<file path="src/rtl/vga_pattern_gen.sv">
// VGA timing generator with four selectable test patterns (grid, colour bars, gradient, scrolling checker).
// Pixel/line counters advance one step per clock. Every output is registered exactly one cycle behind them.
module vga_pattern_gen #(
  parameter int H_DISPLAY  = 640,
  parameter int H_FRONT    = 16,
  parameter int H_SYNC     = 96,
  parameter int H_BACK     = 48,
  parameter int V_DISPLAY  = 480,
  parameter int V_FRONT    = 10,
  parameter int V_SYNC     = 2,
  parameter int V_BACK     = 33,
  parameter bit SYNC_POL   = 1'b0,
  parameter int COLOR_BITS = 1,
  localparam int H_TOTAL   = H_DISPLAY + H_FRONT + H_SYNC + H_BACK,
  localparam int V_TOTAL   = V_DISPLAY + V_FRONT + V_SYNC + V_BACK,
  localparam int HW        = $clog2(H_TOTAL),
  localparam int VW        = $clog2(V_TOTAL)
) (
  input  logic                    clk,
  input  logic                    reset,
  input  logic [1:0]              mode,
  output logic                    hsync,
  output logic                    vsync,
  output logic                    display_on,
  output logic [HW-1:0]           hpos,
  output logic [VW-1:0]           vpos,
  output logic                    frame_start,
  output logic [3*COLOR_BITS-1:0] rgb
);

  localparam int H_SYNC_START = H_DISPLAY + H_FRONT;
  localparam int H_SYNC_END   = H_SYNC_START + H_SYNC - 1;
  localparam int V_SYNC_START = V_DISPLAY + V_FRONT;
  localparam int V_SYNC_END   = V_SYNC_START + V_SYNC - 1;
  localparam int SEG_W        = H_DISPLAY / 8;
  localparam int SW           = (SEG_W > 1) ? $clog2(SEG_W) : 1;
  localparam logic [COLOR_BITS-1:0] FULL = '1;

  logic            started;
  logic [HW-1:0]   hcnt;
  logic [VW-1:0]   vcnt;
  logic [7:0]      fcnt;
  logic [1:0]      mode_q;
  logic [SW-1:0]   seg_cnt;
  logic [2:0]      bar_idx;
  logic            h_last;
  logic            v_last;

  assign h_last = (hcnt == HW'(H_TOTAL - 1));
  assign v_last = (vcnt == VW'(V_TOTAL - 1));

  // started holds the counters at (0,0) for the first edge after reset,
  // so the first visible pixel (and frame_start) lands on the second edge.
  always_ff @(posedge clk) begin
    if (reset) begin
      started <= 1'b0;
      hcnt    <= '0;
      vcnt    <= '0;
      fcnt    <= '0;
      mode_q  <= '0;
      seg_cnt <= '0;
      bar_idx <= '0;
    end else begin
      started <= 1'b1;
      if (started) begin
        if (h_last) begin
          hcnt    <= '0;
          seg_cnt <= '0;
          bar_idx <= '0;
          if (v_last) begin
            vcnt   <= '0;
            fcnt   <= fcnt + 8'd1;
            mode_q <= mode;
          end else begin
            vcnt <= vcnt + VW'(1);
          end
        end else begin
          hcnt <= hcnt + HW'(1);
          // bar index tracks floor(hcnt*8/H_DISPLAY) without a divider
          if (seg_cnt == SW'(SEG_W - 1)) begin
            seg_cnt <= '0;
            bar_idx <= bar_idx + 3'd1;
          end else begin
            seg_cnt <= seg_cnt + SW'(1);
          end
        end
      end
    end
  end

  logic                  act_area;
  logic                  hs_act;
  logic                  vs_act;
  logic                  chk_bit;
  logic [COLOR_BITS-1:0] r;
  logic [COLOR_BITS-1:0] g;
  logic [COLOR_BITS-1:0] b;

  always_comb begin
    act_area = (hcnt < HW'(H_DISPLAY)) && (vcnt < VW'(V_DISPLAY));
    hs_act   = (hcnt >= HW'(H_SYNC_START)) && (hcnt <= HW'(H_SYNC_END));
    vs_act   = (vcnt >= VW'(V_SYNC_START)) && (vcnt <= VW'(V_SYNC_END));
    chk_bit  = 1'((hcnt + HW'(fcnt)) >> 4) ^ vcnt[4];
    r = '0;
    g = '0;
    b = '0;
    case (mode_q)
      2'd0: begin
        r = (hcnt[2:0] == 3'd0 || vcnt[2:0] == 3'd0) ? FULL : '0;
        g = vcnt[4] ? FULL : '0;
        b = hcnt[4] ? FULL : '0;
      end
      2'd1: begin
        r = bar_idx[1] ? '0 : FULL;
        g = bar_idx[2] ? '0 : FULL;
        b = bar_idx[0] ? '0 : FULL;
      end
      2'd2: begin
        r = COLOR_BITS'(hcnt >> 2);
        g = COLOR_BITS'(hcnt >> 2);
        b = COLOR_BITS'(hcnt >> 2);
      end
      default: begin
        r = chk_bit ? FULL : '0;
        g = chk_bit ? FULL : '0;
        b = chk_bit ? FULL : '0;
      end
    endcase
  end

  always_ff @(posedge clk) begin
    if (reset || !started) begin
      hsync       <= ~SYNC_POL;
      vsync       <= ~SYNC_POL;
      display_on  <= 1'b0;
      frame_start <= 1'b0;
      rgb         <= '0;
      hpos        <= '0;
      vpos        <= '0;
    end else begin
      hsync       <= hs_act ? SYNC_POL : ~SYNC_POL;
      vsync       <= vs_act ? SYNC_POL : ~SYNC_POL;
      display_on  <= act_area;
      frame_start <= (hcnt == '0) && (vcnt == '0);
      rgb         <= act_area ? {b, g, r} : '0;
      hpos        <= hcnt;
      vpos        <= vcnt;
    end
  end

endmodule

</file>
<file path="config.mk">
export PLATFORM = sky130hd
export DESIGN_NAME = vga_pattern_gen
export DESIGN_NICKNAME = d
export VERILOG_FILES = /design/src/rtl/vga_pattern_gen.sv
export SDC_FILE = /design/constraint.sdc
export NUM_CORES = 1
export LEC_CHECK = 0
export BUFFER_PORTS_ARGS = -buffer_cell sky130_fd_sc_hd__clkbuf_2
export CAP_MARGIN = 20
export CORE_AREA = 4 4 79 81
export DETAILED_ROUTE_END_ITERATION = 12
export DIE_AREA = 0 0 83 85
export GPL_ROUTABILITY_DRIVEN = 0
export PLACE_DENSITY = 0.76
export SYNTH_ARGS = -nofsm -noshare
export SYNTH_HDL_FRONTEND = slang
export SYNTH_SLANG_ARGS = --single-unit
</file>
<file path="constraint.sdc">
create_clock -name clk -period 2 [get_ports clk]
set_input_delay 0.2 -clock clk [delete_from_list [all_inputs] [get_ports clk]]
set_output_delay 0.2 -clock clk [all_outputs]
set_load 0.05 [all_outputs]
</file>
==> results of run 1 <==
final cells by class:
type	count	area (sq um)	area share (%)
repair buffers	59	372	10.9
clock buffers	9	124	3.63
well taps	72	90.1	2.64
multi-input cells	222	1450	42.5
flip-flops and latches	65	1300	38.2
inverters	10	37.5	1.10
clock inverters	6	36.3	1.06
critical path: cells and delay by family, from the launching register on:
family | cells | cell delay [ns]
flops | 1 | 0.31
compound gates | 1 | 0.16
simple gates | 3 | 1.24
buf+inv | 1 | 0.19
timing repair:
action,in CTS,in global routing
gates resized for setup,0,11
endpoints found under the hold margin,0,0
setup buffers,0,0
endpoints found under the setup margin,0,14
cells by family (layout without fill, tap and decap cells):
family	count (synthesis)	in the layout	synth area share [%]
simple gates	136	137	26.9
flops	65	65	46.3
compound gates	56	56	12.1
buf+inv	27	84	4.27
xor+xnor	17	17	5.29
fa+ha+maj	10	10	4.45
mux	2	2	0.712
cells in the final DEF (no fill, tap or decap), types with 3 or more instances in the layout:
master | netlist | layout
dfxtp_1 | 65 | 63
xor2_1 | 6 | 6
clkbuf_8 | 0 | 9
o31ai_1 | 4 | 4
o21ai_0 | 18 | 18
and2_1 | 16 | 16
buf_4 | 0 | 28
a21oi_1 | 19 | 17
clkbuf_2 | 2 | 30
or3_1 | 9 | 8
nor3_1 | 9 | 9
nor2b_1 | 4 | 4
nand4b_1 | 3 | 3
or4_1 | 4 | 4
a21oi_2 | 1 | 3
nand2_1 | 21 | 20
inv_1 | 10 | 10
nand2b_1 | 6 | 6
ha_1 | 10 | 9
nor2_1 | 24 | 24
nand4_1 | 12 | 12
nand3_1 | 13 | 12
xnor2_1 | 11 | 11
clkinv_2 | 0 | 4
nor4_1 | 4 | 4
registers in the layout (all words and copies together), names as in the netlist:
signal	cells
hcnt	10
hpos	10
vcnt	10
vpos	10
seg_cnt	7
fcnt	5
bar_idx	3
rgb	3
mode_q	2
display_on	1
frame_start	1
hsync	1
started	1
vsync	1
worst max path at each step:
stage	startpoint	endpoint	slack, ns	depth (start not counted)
global route	hcnt[1]$_SDFFE_PP0P_	fcnt[3]$_SDFFE_PP0P_	-0.01	5
CTS	hcnt[1]$_SDFFE_PP0P_	vcnt[3]$_SDFFE_PP0P_	0.04	6
floorplan	hcnt[0]$_SDFFE_PP0P_	vcnt[8]$_SDFFE_PP0P_	0.01	6
global placement	hcnt[1]$_SDFFE_PP0P_	vcnt[5]$_SDFFE_PP0P_	0.10	6
detailed placement	hcnt[1]$_SDFFE_PP0P_	vcnt[7]$_SDFFE_PP0P_	0.05	6
finish	hcnt[6]$_SDFFE_PP0P_	vcnt[3]$_SDFFE_PP0P_	0.02	5
power by group through the flow:
stage / Combinational, W / Sequential, W / Clock, W
2_1_floorplan: 0.0000563 / 0.00137 / 0
3_3_place_gp: 0.000122 / 0.00135 / 0
3_5_place_dp: 0.000124 / 0.00135 / 0
4_1_cts: 0.000126 / 0.00132 / 0.000940
5_1_grt: 0.000140 / 0.00132 / 0.00100
6_report: 0.000129 / 0.00132 / 0.000937
layer usage:
layer | global-route usage, % | up-vias | part of all wire, %
li1 | - | 1221 | -
met1 | 22.1 | 1153 | 42
met2 | 32.3 | 93 | 50
met3 | 5.15 | 13 | 6.7
met4 | 7.43 | 0 | 1.5
met5 | 0 | - | 0
stage by stage:
stage	worst slack (ns)	cell area (sq um)	hold slack, ns	utilization (%)	power (W)
2_1_floorplan	0.0124	2820	0.335	-	0.00143
3_3_place_gp	0.105	3190	0.444	58.3	0.00147
3_5_place_dp	0.0510	3190	0.449	58.3	0.00147
4_1_cts	0.0372	3350	0.0908	61.3	0.00239
5_1_grt	-0.0120	3420	0.115	62.4	0.00246
6_report	0.0207	3420	0.0914	62.4	0.00239
==> results.cfg, run 1 <==
[grt]
grt_first_pass_wirelength_mm = 10.8
antenna_found_initial = 0
grt_max_degree = 23
grt-ovfl-total = 0
grt_use_total_pct = 18.7
grt_pass1_vias = 2375

[clock_network]
cts_made_buffers = 9
htreeDepth = 3
cts.reportedPaths.clkPinSlew_ns = 0.07
clk_latency_ns = 0.35
tritoncts = built
cts_buffer_depth = 2
cts_root_buf = clkbuf_8
clock_sinks = 65
hold_buffers = 0

[die]
chipHeight_microns = 85
die-area_sq_um = 7060
fp-row-count = 27
start_util_pct = 51.4
io_pins = 31
fp.coreArea_sq_um = 5470
die_w_microns = 83

[worst_setup_path]
cp.arrival_ns = 2.25
worst_setup_path_end_kind = flip-flop
cpPeakStageDelay_ns = 0.54
regToRegEndpoint = vcnt[3]$_SDFFE_PP0P_
reg2regPathDepth = 5
start_kind = flip-flop
required_ns = 2.27
cp_slowest_cell = or4b_4
path_class = flip-flop to flip-flop
r2r_slack_ns = 0.02
cp_max_fo = 7
r2r_start = hcnt[6]$_SDFFE_PP0P_
cp_cell_sequence = and4bb_2 -> or4b_4 -> buf_4 -> or3_1 -> a21oi_1

[synthesis]
syn-instance-count = 313
synth_area_per_cell_sq_um = 8.99
ys_seq_elements = 65
synthTopCellsByCount = 65 x dfxtp_1, 24 x nor2_1, 21 x nand2_1
syn_nets = 327
yosysWarningCount = 0
synth_top_cell_by_area = dfxtp_1
synth_edf_count = 0
yosys.area.top_type_share_pct = 46.3
netlist_area_sq_um = 2810
ys_types = 46
yosysSeqAreaShare_pct = 46.3
synthFlopType = dfxtp_1
async_flop_share_pct = 0
synth_most_common_cell = dfxtp_1
synthTopCellsByArea = dfxtp_1 46%, ha_1 4.4%, and2_1 3.6%

[finish]
n_antenna_cell = 0
layout-drive-gt1-share_pct = 24.3
nets = 381
area_growth_pct = 21.4
fin_cells = 443
fillers = 488

[sta]
setup_tns_ns = 0
tightest_slew_ns = 0.611
hold_violations = 0
period_share_pct = 99.0
fmax_mhz = 505
setup_viol = 0
finalMaxSlewViolations = 0
rsz0062_at_grt = yes
finalCriticalPeriod_ns = 1.98
fin_skew_ns = 0.0100
slew-limit-headroom_pct = 59.2

[routing]
drc = 0
vias = 2480
drt_pass1_iterations = 5
ant_nets = 0
drt-wirelength-per-cell_microns = 15.0
drt-initial-drc-count = 179
wl_mm = 6.63
vias_per_cell = 5.60

[pwr]
switching_power_w = 0.000596
comb_power_share_pct = 5.4
ir_drop_mv = 0.414
switching_share_pct = 25.0
clkPwrFrac_pct = 39.2
power_per_cell_area_nw_per_um2 = 699
leakagePower_nw = 1.28
intPower_w = 0.00179
p_seq_share_pct = 55.4

[worst_hold_path]
min_to = mode_q[0]$_SDFFE_PP0P_
whs_path_depth = 3
hp-class = input port to flip-flop
hold_start = mode[0]

[place]
portBuffers = 30
hpwl_mm = 4.48
dp.cells = 427

[run_status]
status = completed

[flow_run]
drv_cap = 0
(Power assumes the default switching activity.)
==> run 2, diff against run 1 <==
clock period = 1.6 ns   (was 2 ns; I/O delays follow)
==> run 2 against run 1 <==
Compared with the run above: the run now ends with negative setup slack left; die area unchanged; first-iteration DRC count increased by 110%; highest routed layer unchanged; utilization increased by 16 points; clock skew increased by 0.0073 ns; cell area increased by 26%; combinational power increased by 82%.
==> results.cfg, run 2 (synthesized netlist as in run 1, its figures left out) <==
[worst_setup_path]
r2r_start = hcnt[5]$_SDFFE_PP0P_
required_ns = 1.88
worst_setup_path_end_kind = flip-flop
cp.arrival_ns = 2.23
startpoint = hcnt[5]$_SDFFE_PP0P_
cp_max_fo = 7
path_class = flip-flop to flip-flop
start_kind = flip-flop

[routing]
drt-wirelength-per-cell_microns = 21.2
ant_nets = 0
drt_pass1_iterations = 5
drt-initial-drc-count = 379
vias = 3102
drc = 0
vias_per_cell = 6.25
wl_mm = 10.5

[grt]
grt-ovfl-total = 0
grt_pass1_vias = 2804
grt_use_total_pct = 24.6
grt_first_pass_wirelength_mm = 13.9
antenna_found_initial = 0
grt_max_degree = 23

[sta]
fin_skew_ns = 0.0173
tightest_slew_ns = 0.469
finalCriticalPeriod_ns = 1.96
period_share_pct = 122
fin_ws_ns = -0.358
hold_violations = 0
slew-limit-headroom_pct = 68.7
fin_hold_ws_ns = 0.0549
fmax_mhz = 511
setup_viol = 38
finalMaxSlewViolations = 0
rsz0062_at_grt = yes

[clock_network]
clk_latency_ns = 0.35
cts_root_buf = clkbuf_8
cts.reportedPaths.clkPinSlew_ns = 0.08
tritoncts = built
clock_sinks = 65
cts_made_buffers = 9
htreeDepth = 3
cts_buffer_depth = 2

[worst_hold_path]
hp-class = input port to flip-flop
hold_start = mode[1]

[die]
start_util_pct = 51.4
die_w_microns = 83
io_pins = 31
fp-row-count = 27
die-area_sq_um = 7060
chipHeight_microns = 85
fp.coreArea_sq_um = 5470

[finish]
layout-drive-gt1-share_pct = 46.9
n_antenna_cell = 0
mostFrequentLayoutCell = buf_4
nets = 433
final_area_sq_um = 4300
final_cell_mix = 62 x buf_4, 56 x dfxtp_1, 30 x clkbuf_2, 24 x nor2_1, 20 x nand2_1
utilization_pct = 78.5
fillers = 292
area_growth_pct = 52.8

[run_status]
violations = negative setup slack
status = finished with violations

[pwr]
total_power_w = 0.00346
leakagePower_nw = 1.62
ir_drop_mv = 0.537
power_per_cell_area_nw_per_um2 = 805

[place]
portBuffers = 30
hpwl_mm = 4.87
placed_cell_area_sq_um = 3420

[flow_run]
drv_cap = 0
-- run 2: cell count changes in the layout (fill, tap and decap cells not counted), moves of 5 or more --
cell,delta
o21ai_1,+10
buf_6,+11
buf_4,+34
dfxtp_2,+5
o21ai_2,+6
a21oi_2,+8
o21ai_0,-15
nor3_1,-6
dfxtp_1,-7
a21oi_1,-8
-- run 2: final cells by class --
class                           instances  area, sq um  share of cell area [%]
Clock buffer                           10          128                    2.97
Clock inverter                          6         92.6                    2.15
Inverter                               10         37.5                   0.873
Multi-Input combinational cell        225         1810                    42.0
Sequential cell                        65         1320                    30.7
Tap cell                               72         90.1                    2.10
Timing Repair Buffer                  108          826                    19.2
-- run 2: worst paths after layout --
| kind | end | slack, ns | cells past startpoint |
|---|---|---|---|
| setup / recovery | fcnt[4]$_SDFFE_PP0P_ | -0.36 | 4 |
| hold / removal | mode_q[1]$_SDFFE_PP0P_ | 0.05 | 3 |
| setup reg to reg | fcnt[4]$_SDFFE_PP0P_ | -0.36 | 4 |
| hold reg to reg | bar_idx[0]$_SDFFE_PP0P_ | 0.53 | 2 |
-- run 2: stage by stage --
stage / TNS [ns] / instances / worst slack (ns)
4_1_cts: -3.58 / 485 / -0.276
5_1_grt: -7.89 / 496 / -0.391
3_5_place_dp: -4.44 / 452 / -0.354
2_1_floorplan: -3.51 / 313 / -0.340
3_3_place_gp: -3.86 / 452 / -0.312
6_report: -6.52 / 496 / -0.358
-- run 2: worst max-delay path, stage by stage, from the launching register on --
cell	delay [ns]
dfxtp_2	0.33
and4bb_2	0.32
or4b_4	0.54
or4_4	0.52
a21oi_2	0.17
-- run 2: power breakdown --
part	internal (W)	switching [W]
Clock	0.000883	0.000694
Sequential	0.00164	0.0000129
Combinational	0.0000979	0.000137
-- run 2: repair_timing --
item | in CTS | in global routing
endpoints found under the setup margin | 23 | 42
gates cloned | 5 | 0
pin swaps | 21 | 28
hold buffers | 0 | 0
resized for setup | 44 | 53
setup buffers | 13 | 12
-- run 2: routing by layer --
metal	global-route usage, %	vias up	part of all wire (%)
met5	0	-	0
met4	15.0	0	5.4
met3	7.48	69	8.4
met2	41.0	233	49
met1	27.6	1465	37
li1	-	1335	-
